===== config.mk =====
export PLATFORM = sky130hd
export DESIGN_NAME = gate_share_arbiter_flat
export DESIGN_NICKNAME = d
export VERILOG_FILES = /design/src/rtl/gate_share_arbiter_if.sv /design/src/rtl/gate_share_arbiter.sv /design/src/flat_wrapper.sv
export SDC_FILE = /design/constraint.sdc
export NUM_CORES = 1
export LEC_CHECK = 0
export ABC_AREA = 1
export CAP_MARGIN = 20
export CORE_MARGIN = 10
export CORE_UTILIZATION = 54
export DETAILED_ROUTE_END_ITERATION = 8
export PLACE_DENSITY = 0.94
export RECOVER_POWER = 25
export SLEW_MARGIN = 25
export SYNTH_ARGS = -nofsm -noshare
export SYNTH_HDL_FRONTEND = slang
export SYNTH_SLANG_ARGS = --single-unit

===== constraint.sdc =====
create_clock -name clk -period 5.3 [get_ports clk]
set_input_delay 1.06 -clock clk [delete_from_list [all_inputs] [get_ports clk]]
set_output_delay 1.06 -clock clk [all_outputs]
set_load 0.005 [all_outputs]

===== src/rtl/gate_share_arbiter_if.sv =====
// Request/grant/result bundle between N requesters and the shared gate arbiter.
// master = requester side, slave = arbiter side.
interface gate_share_arbiter_if #(
  parameter int N = 4
);
  logic [N-1:0]   req;
  logic [N-1:0]   a_in;
  logic [N-1:0]   b_in;
  logic [2*N-1:0] op_in;
  logic [N-1:0]   gnt;
  logic           y_out;
  logic           valid_out;
  logic           busy;

  modport master (
    output req, a_in, b_in, op_in,
    input  gnt, y_out, valid_out, busy
  );

  modport slave (
    input  req, a_in, b_in, op_in,
    output gnt, y_out, valid_out, busy
  );
endinterface


===== src/rtl/gate_share_arbiter.sv =====
// Shares one registered AND/OR/XOR/NAND unit among N requesters; round-robin, or fixed priority with GATE_ARB_FIXED_PRIO_EN.
// Latency: gnt one edge after req is sampled, y_out/valid_out one edge later; one slot every 3 cycles.
// Backpressure: no queueing; req is only sampled while idle, so a requester holds req until it sees gnt.
module gate_share_arbiter #(
  parameter int N  = 4,
  parameter int PW = 3
) (
  input  logic               clk,
  input  logic               rst,
  gate_share_arbiter_if.slave bus
);

  localparam logic [1:0] IDLE = 2'd0;
  localparam logic [1:0] BUSY = 2'd1;
  localparam logic [1:0] DONE = 2'd2;

  logic [1:0]    state;
  logic [N-1:0]  gnt_q;
  logic          y_q;
  logic          vld_q;
  logic          busy_q;
  logic          cap_a;
  logic          cap_b;
  logic [1:0]    cap_op;

  logic          found;
  logic [PW-1:0] win;
  logic [PW:0]   cand;
  logic [N-1:0]  gnt_nxt;
  logic          sel_a;
  logic          sel_b;
  logic [1:0]    sel_op;
  logic          gate_res;

`ifndef GATE_ARB_FIXED_PRIO_EN
  logic [PW-1:0] ptr;
  logic [PW:0]   win_inc;
`endif

  // Winner search: candidate k is the k-th requester visited from the search start.
  always_comb begin
    found = 1'b0;
    win   = '0;
    cand  = '0;
    for (int k = 0; k < N; k++) begin
`ifdef GATE_ARB_FIXED_PRIO_EN
      cand = (PW+1)'(k);
`else
      cand = {1'b0, ptr} + (PW+1)'(k);
      if (cand >= (PW+1)'(N)) begin
        cand = cand - (PW+1)'(N);
      end
`endif
      for (int i = 0; i < N; i++) begin
        if (!found && cand == (PW+1)'(i) && bus.req[i]) begin
          found = 1'b1;
          win   = PW'(i);
        end
      end
    end
  end

  always_comb begin
    gnt_nxt = '0;
    sel_a   = 1'b0;
    sel_b   = 1'b0;
    sel_op  = 2'b00;
    for (int i = 0; i < N; i++) begin
      if (win == PW'(i)) begin
        gnt_nxt[i] = 1'b1;
        sel_a      = bus.a_in[i];
        sel_b      = bus.b_in[i];
        sel_op     = bus.op_in[2*i +: 2];
      end
    end
  end

  always_comb begin
    gate_res = 1'b0;
    case (cap_op)
      2'b00:   gate_res = cap_a & cap_b;
      2'b01:   gate_res = cap_a | cap_b;
      2'b10:   gate_res = cap_a ^ cap_b;
      default: gate_res = ~(cap_a & cap_b);
    endcase
  end

`ifndef GATE_ARB_FIXED_PRIO_EN
  assign win_inc = {1'b0, win} + (PW+1)'(1);
`endif

  always_ff @(posedge clk) begin
    if (rst) begin
      state  <= IDLE;
      gnt_q  <= '0;
      y_q    <= 1'b0;
      vld_q  <= 1'b0;
      busy_q <= 1'b0;
      cap_a  <= 1'b0;
      cap_b  <= 1'b0;
      cap_op <= 2'b00;
`ifndef GATE_ARB_FIXED_PRIO_EN
      ptr    <= '0;
`endif
    end else begin
      case (state)
        IDLE: begin
          gnt_q  <= '0;
          vld_q  <= 1'b0;
          busy_q <= 1'b0;
          if (found) begin
            gnt_q  <= gnt_nxt;
            cap_a  <= sel_a;
            cap_b  <= sel_b;
            cap_op <= sel_op;
            busy_q <= 1'b1;
            state  <= BUSY;
`ifndef GATE_ARB_FIXED_PRIO_EN
            ptr    <= (win_inc == (PW+1)'(N)) ? '0 : win_inc[PW-1:0];
`endif
          end
        end
        BUSY: begin
          y_q   <= gate_res;
          vld_q <= 1'b1;
          state <= DONE;
        end
        DONE: begin
          // y_q is left alone so the last result stays visible.
          gnt_q  <= '0;
          vld_q  <= 1'b0;
          busy_q <= 1'b0;
          state  <= IDLE;
        end
        default: begin
          gnt_q  <= '0;
          vld_q  <= 1'b0;
          busy_q <= 1'b0;
          state  <= IDLE;
        end
      endcase
    end
  end

  assign bus.gnt       = gnt_q;
  assign bus.y_out     = y_q;
  assign bus.valid_out = vld_q;
  assign bus.busy      = busy_q;

endmodule


===== src/flat_wrapper.sv =====
// flat-port wrapper written by rule: the top's interface ports become plain ports
module gate_share_arbiter_flat 
#(
  parameter int N  = 4,
  parameter int PW = 3
)
  (clk, rst, bus_req, bus_a_in, bus_b_in, bus_op_in, bus_gnt, bus_y_out, bus_valid_out, bus_busy);
  gate_share_arbiter_if #(.N(N)) bus_i ();
  input  logic clk;
  input  logic rst;
  input wire logic [$bits(bus_i.req)-1:0] bus_req;
  input wire logic [$bits(bus_i.a_in)-1:0] bus_a_in;
  input wire logic [$bits(bus_i.b_in)-1:0] bus_b_in;
  input wire logic [$bits(bus_i.op_in)-1:0] bus_op_in;
  output wire logic [$bits(bus_i.gnt)-1:0] bus_gnt;
  output wire logic [$bits(bus_i.y_out)-1:0] bus_y_out;
  output wire logic [$bits(bus_i.valid_out)-1:0] bus_valid_out;
  output wire logic [$bits(bus_i.busy)-1:0] bus_busy;
  assign bus_i.req = bus_req;
  assign bus_i.a_in = bus_a_in;
  assign bus_i.b_in = bus_b_in;
  assign bus_i.op_in = bus_op_in;
  assign bus_gnt = bus_i.gnt;
  assign bus_y_out = bus_i.y_out;
  assign bus_valid_out = bus_i.valid_out;
  assign bus_busy = bus_i.busy;
  gate_share_arbiter #(.N(N), .PW(PW)) u_core (.clk(clk), .rst(rst), .bus(bus_i));
endmodule

==> results of run 1 <==
## cell families after synthesis
group	Yosys count
compound gates	19
fa+ha+maj	10
buf+inv	34
flops	16
simple gates	121
## registers in the layout, indices dropped and copies added, names as in the netlist
register and cells:
u_core.ptr 3, u_core.bus.y_out 1, u_core.bus.gnt 4, u_core.cap_b 1
u_core.cap_op 2, u_core.bus.valid_out 1, u_core.state 2, u_core.cap_a 1
u_core.bus.busy 1
## through the flow
| stage | power, µW | instances |
|---|---|---|
| 3_3_place_gp | 806.6 | 255 |
| 6_report | 893.6 | 258 |
| 5_1_grt | 1006 | 258 |
| 3_5_place_dp | 829.5 | 255 |
| 2_1_floorplan | 683.6 | 200 |
| 4_1_cts | 895.7 | 258 |
## cells in the final DEF (no fill, tap or decap), types with 5 or more instances in the layout
cell	instances
dfxtp_1	16
nor3_1	6
a21oi_1	5
nor2_2	11
inv_1	27
inv_2	5
nand3_1	16
clkdlybuf4s50_1	25
nand2_1	46
ha_1	10
nor2_1	21
o21ai_0	10
nand4_1	5
## how the worst max path moves through the flow
stage	startpoint	end	slack [ns]	depth (start not counted)
after floorplan	bus_req[3]	u_core.cap_a	2.23	20
after global placement	bus_req[1]	u_core.cap_b	1.50	23
after detailed placement	bus_req[1]	u_core.cap_op[1]	1.38	21
after CTS	bus_req[1]	u_core.cap_op[1]	1.67	21
after global routing	u_core.ptr[1]	u_core.cap_op[0]	1.21	28
final	bus_req[1]	u_core.cap_op[1]	1.65	23
## power by group through the flow
stage          sequential [µW]  combinational (µW)  clock [µW]
2_1_floorplan              190                 494           0
3_3_place_gp               198                 608           0
3_5_place_dp               201                 629           0
4_1_cts                    197                 634        64.5
5_1_grt                    204                 731        70.4
6_report                   198                 632        64.1
## worst max-delay path, cell delays in order
cell             delay [ns]
clkdlybuf4s50_1        0.50
nand3_1                0.19
nand3_1                0.11
nor2_1                 0.10
nand4_1                0.09
nor2_1                 0.10
nand4_1                0.10
nor2_1                 0.11
nand4_1                0.08
nor2_1                 0.13
inv_1                  0.05
nand3_1                0.13
inv_1                  0.09
ha_1                   0.27
inv_1                  0.14
nand3_1                0.08
nand2_1                0.07
o21ai_0                0.08
nand2_1                0.06
o21ai_0                0.08
nand3_1                0.09
nand2_1                0.05
nor2_1                 0.10
## layout make-up
cell class	count	area (µm²)	share of cell area
Clock buffer	3	22.52	0.01352
Inverter	33	126.4	0.07588
Multi-Input combinational cell	150	880.8	0.5289
Sequential cell	16	320.3	0.1923
Tap cell	28	35.03	0.02104
Timing Repair Buffer	28	280.3	0.1683
## per-layer routing
layer | vias to the layer above | GRT usage | wire length [µm]
li1 | 708 | - | -
met1 | 613 | 0.1570 | 1472
met2 | 38 | 0.2148 | 1464
met3 | 7 | 0.02996 | 170
met4 | 0 | 0.05000 | 50
met5 | - | 0 | 0
==> metrics.yaml, run 1 <==
place_ws_ns: 1.380
ys_seq_area_frac: 0.2393
die_area_um2: 4871
slew_viol_final: 0
die_y_um: 69.79
vias: 1366
synth_edf_count: 0
combPwrFrac: 0.707
power.share.sequential: 0.221
hold_depth: 2
grt_pass1_vias: 1303
regToRegSetupSlack_ns: 1.69
r2r_cells: 29
final.setup_skew_ns: 0.007321
synth_xor_area_frac: 0
synth_cells: 200
hold_end: "u_core.bus.gnt[1]"
synth_fa_ha_area_frac: 0.09346
clk_pin_slew_worst_paths_ns: 0.09
synthDistinctLibCells: 26
synth_compound_area_frac: 0.08224
portBuffers: 28
clk_latency_ns: 0.29
tritoncts: "done"
firstDrtPassIters: 4
async_flop_share: 0
synthTopCellsByArea: "dfxtp_1, nand2_1, ha_1, inv_1, nand3_1"
syn_avg_cell_area_um2: 6.694
cts_hold_buf: 0
rsz0062_at_grt: "no"
antenna_found_initial: 0
synth.area.mux_share: 0
hold_viol_final: 0
power.leakage_uw: 0.0007998
diodes: 0
clockPowerShare: 0.072
syn_nets: 232
drt_iter0_drc: 75
grt_use_total: 0.1301
clock_sinks: 16
io_pins: 29
drive_above_1_share: 0.1565
start_util: 0.5882
rows: 17
min_period_over_period: 0.6887
worstHoldStart: "u_core.bus.gnt[1]"
sw_frac_of_total: 0.5107
wl_per_cell_um: 12.24
crit_arrival_ns: 3.87
vias_per_cell: 5.295
min_period_ns: 3.650
p_per_area_nw_per_um2: 536.6
fin_hold_ws_ns: 0.4648
synth_common_cells: "nand2_1, inv_1, nor2_1"
synth_top_family_by_area: "simple AND/OR/NAND/NOR gates"
grt_max_degree: 9
fin_nets: 264
placed_cell_area_um2: 1643
max_slew_margin: 0.5834
cts_root_buffer: "clkbuf_4"
finalSetupTns_ns: 0
ys_ff_latch: 16
maxCapViolations: 0
required_ns: 5.52
synthSimpleGateAreaFrac: 0.4822
yosysTopAreaCellShare: 0.2393
worstPathMaxFanout: 6
r2r-end: "u_core.cap_op[1]"
ys.flop_type: "dfxtp_1"
route.detailed.drc: 0
cts_buffer_depth: 2
yosys_warnings: 0
cp-start-kind: "input port"
critPathCaptureType: "register"
synthToLayoutAreaGrowth_pct: 24.39
post-cts-setup-buffer-count: 0
overflow: 0
synth_top_cell_by_area: "dfxtp_1"
core_area_um2: 2276
vdd_drop_max_mv: 0.3125
min_path_type: "register to register"
rr_startpoint: "u_core.ptr[1]"
synthesis.area_um2: 1339
fillerInstances: 187
run_status: "complete, no violations"
setup_viol: 0
grt_pass1_wl_um: 5568
fmaxAchievable_mhz: 274.0
hpwl_um: 2677
p_int_uw: 437.2
fin_ws_ns: 1.650
p_sw_uw: 456.4
cts_made_buffers: 3
path_class: "input port to register"
final_util: 0.7317
gp_congestion: 0.8840
routed_wl_um: 3157
cts_resized: 0
antenna_left: 0
worst_slew_pin_slew_ns: 0.6201
final_area_um2: 1665
ctsHtreeMaxLevel: 1
yosysMostFrequentCell: "nand2_1"
fp.dieW_um: 69.79
(Power assumes the default switching activity.)
==> run 2: changes to the inputs <==
--- a/config.mk
+++ b/config.mk
@@ -8,9 +8,9 @@
 export ABC_AREA = 1
 export CAP_MARGIN = 20
 export CORE_MARGIN = 10
-export CORE_UTILIZATION = 54
+export CORE_UTILIZATION = 50
 export DETAILED_ROUTE_END_ITERATION = 8
-export PLACE_DENSITY = 0.94
+export PLACE_DENSITY = 0.89
 export RECOVER_POWER = 25
 export SLEW_MARGIN = 25
 export SYNTH_ARGS = -nofsm -noshare
==> constraint.sdc (replaced) <==
create_clock -name clk -period 3.5 [get_ports clk]
set_input_delay 0.7 -clock clk [delete_from_list [all_inputs] [get_ports clk]]
set_output_delay 0.7 -clock clk [all_outputs]
set_load 0.005 [all_outputs]
==> run 2 against run 1 <==
Sequential power increased by 43%; sequential share of layout area fell by 0.73 points; die area up 5.7%; total power increased by 62%; worst setup slack lost 1.3 ns; clock power increased by 89%; non-clock buffer count grew 5; clock skew fell by 0.0049 ns; hold slack worse by 0.0081 ns; register-to-register slack worse by 1.4 ns; via count down 1.2%; clock-buffer cell count increased by 1.
==> metrics.yaml, run 2 (synthesis gave the netlist of run 1 again) <==
worstPathMaxFanout: 5  # was 6
tritoncts: "done"  # unchanged
cts_made_buffers: 3  # unchanged
firstDrtPassIters: 4  # unchanged
path_class: "register to register"  # was input port to register
grt_pass1_wl_um: 5340  # was 5568 µm
crit_top_cell: "nand2_1"
grt_max_degree: 10  # was 9
clock_sinks: 16  # unchanged
slew_viol_final: 0  # unchanged
portBuffers: 28  # unchanged
max_slew_margin: 0.6003  # was 0.5834
rows: 18  # was 17
final_cell_mix: "nand2_1, inv_1, clkdlybuf4s50_1"  # unchanged
placed_cell_area_um2: 1675  # was 1643 µm²
cts_root_buffer: "clkbuf_4"  # unchanged
clk_pin_slew_worst_paths_ns: 0.09  # about the same
hpwl_um: 2618  # was 2677 µm
route.detailed.drc: 0  # unchanged
crit_start: "u_core.ptr[2]"  # was bus_req[1]
wl_per_cell_um: 11.84  # was 12.24 µm
cp-start-kind: "register"  # was input port
synthToLayoutAreaGrowth_pct: 30.28  # was 24.39%
regToRegSetupSlack_ns: 0.34  # was 1.69 ns
final_common_cell: "nand2_1"  # unchanged
worst_slew_pin_slew_ns: 0.5950  # was 0.6201 ns
min_path_type: "register to register"  # unchanged
start_util: 0.5308  # was 0.5882
fillerInstances: 193  # was 187
min_period_ns: 3.163
crit_arrival_ns: 3.36  # was 3.87 ns
io_pins: 29  # unchanged
grt_pass1_vias: 1255  # was 1303
min_period_over_period: 0.9038
cts_buffer_depth: 2  # unchanged
vias: 1349  # was 1366
worstHoldStart: "u_core.bus.gnt[1]"  # unchanged
vias_per_cell: 5.071  # was 5.295
maxCapViolations: 0  # unchanged
overflow: 0  # unchanged
die_y_um: 71.75  # was 69.79 µm
final.setup_skew_ns: 0.002408  # was 0.007321 ns
critPathCaptureType: "register"  # unchanged
final_area_um2: 1744  # was 1665 µm²
drt_iter0_drc: 52  # was 75
diodes: 0  # unchanged
required_ns: 3.69  # was 5.52 ns
fmaxAchievable_mhz: 316.1
ctsHtreeMaxLevel: 1  # unchanged
clk_latency_ns: 0.29  # about the same
run_status: "complete, no violations"  # unchanged
worst_path_max_delay_cell: "dfxtp_1"  # was clkdlybuf4s50_1
final_util: 0.6915  # was 0.7317
largest_reg_flops: 4  # unchanged
power.leakage_uw: 0.0008349  # was 0.0007998 µW
grt_use_total: 0.1225  # was 0.1301
antenna_found_initial: 0  # unchanged
rr_startpoint: "u_core.ptr[2]"  # was u_core.ptr[1]
drive_above_1_share: 0.2161  # was 0.1565
vdd_drop_max_mv: 0.5550  # was 0.3125 mV
routed_wl_um: 3149  # was 3157 µm
hold_viol_final: 0  # unchanged
fin_nets: 269  # was 264
core_area_um2: 2522  # was 2276 µm²
fp.dieW_um: 71.75  # was 69.79 µm
max_stage_delay_ns: 0.44  # was 0.50 ns
gp_congestion: 0.9096  # was 0.8840
p_per_area_nw_per_um2: 832.4  # was 536.6 nW/µm²
antenna_left: 0  # unchanged
setup_viol: 0  # unchanged
die_area_um2: 5147  # was 4871 µm²
run 2: routing by layer:
metal / vias up / GRT usage / share of wire
met1: 578 / 0.1543 / 0.47
li1: 722 / - / -
met4: 0 / 0.02796 / 0.0048
met2: 45 / 0.1833 / 0.43
met5: - / 0 / 0
met3: 4 / 0.05785 / 0.097
run 2: final cells by class:
cell class / instances / area, µm² / share of cell area
clock buffer: 4 / 36.28 / 0.02080
inverter: 33 / 126.4 / 0.07245
multi-input combinational: 150 / 903.4 / 0.5179
sequential: 16 / 322.8 / 0.1851
tap: 30 / 37.54 / 0.02152
timing repair buffer: 33 / 317.8 / 0.1822
run 2: timing repair:
| action | 4_1_cts | 5_1_grt |
|---|---|---|
| endpoints found under the setup margin | 0 | 4 |
| resized for setup | 0 | 10 |
| hold buffers | 0 | 0 |
| buffers inserted | 0 | 1 |
run 2: worst paths after layout:
kind	endpoint	cells past startpoint
min reg2reg	u_core.bus.gnt[1]	2
min	u_core.bus.gnt[1]	2
max reg2reg	u_core.cap_op[0]	27
max	u_core.cap_op[0]	27
run 2: through the flow:
step	power [µW]	TNS (ns)	setup slack, ns	std cells	hold slack (ns)
CTS	1406	0	0.2157	265	0.4573
detailed placement	1273	0	0.04048	261	0.4379
finish	1452	0	0.3367	266	0.4567
global route	1616	-0.07106	-0.04182	266	0.4776
floorplan	1035	0	0.4504	200	0.4453
global placement	1252	0	0.1512	261	0.4381
run 2: critical path, delay by kind of cell, from the launching register on:
| family | cells | cell delay [ns] |
|---|---|---|
| simple gates | 19 | 1.68 |
| fa+ha+maj | 2 | 0.48 |
| flops | 1 | 0.44 |
| buf+inv | 4 | 0.28 |
| compound gates | 2 | 0.16 |
run 2: report_power, final:
group          internal (µW)  switching, µW  leakage [µW]
clock network           63.4           58.1     0.0000210
logic                    430            616      0.000681
registers                245           39.3      0.000133
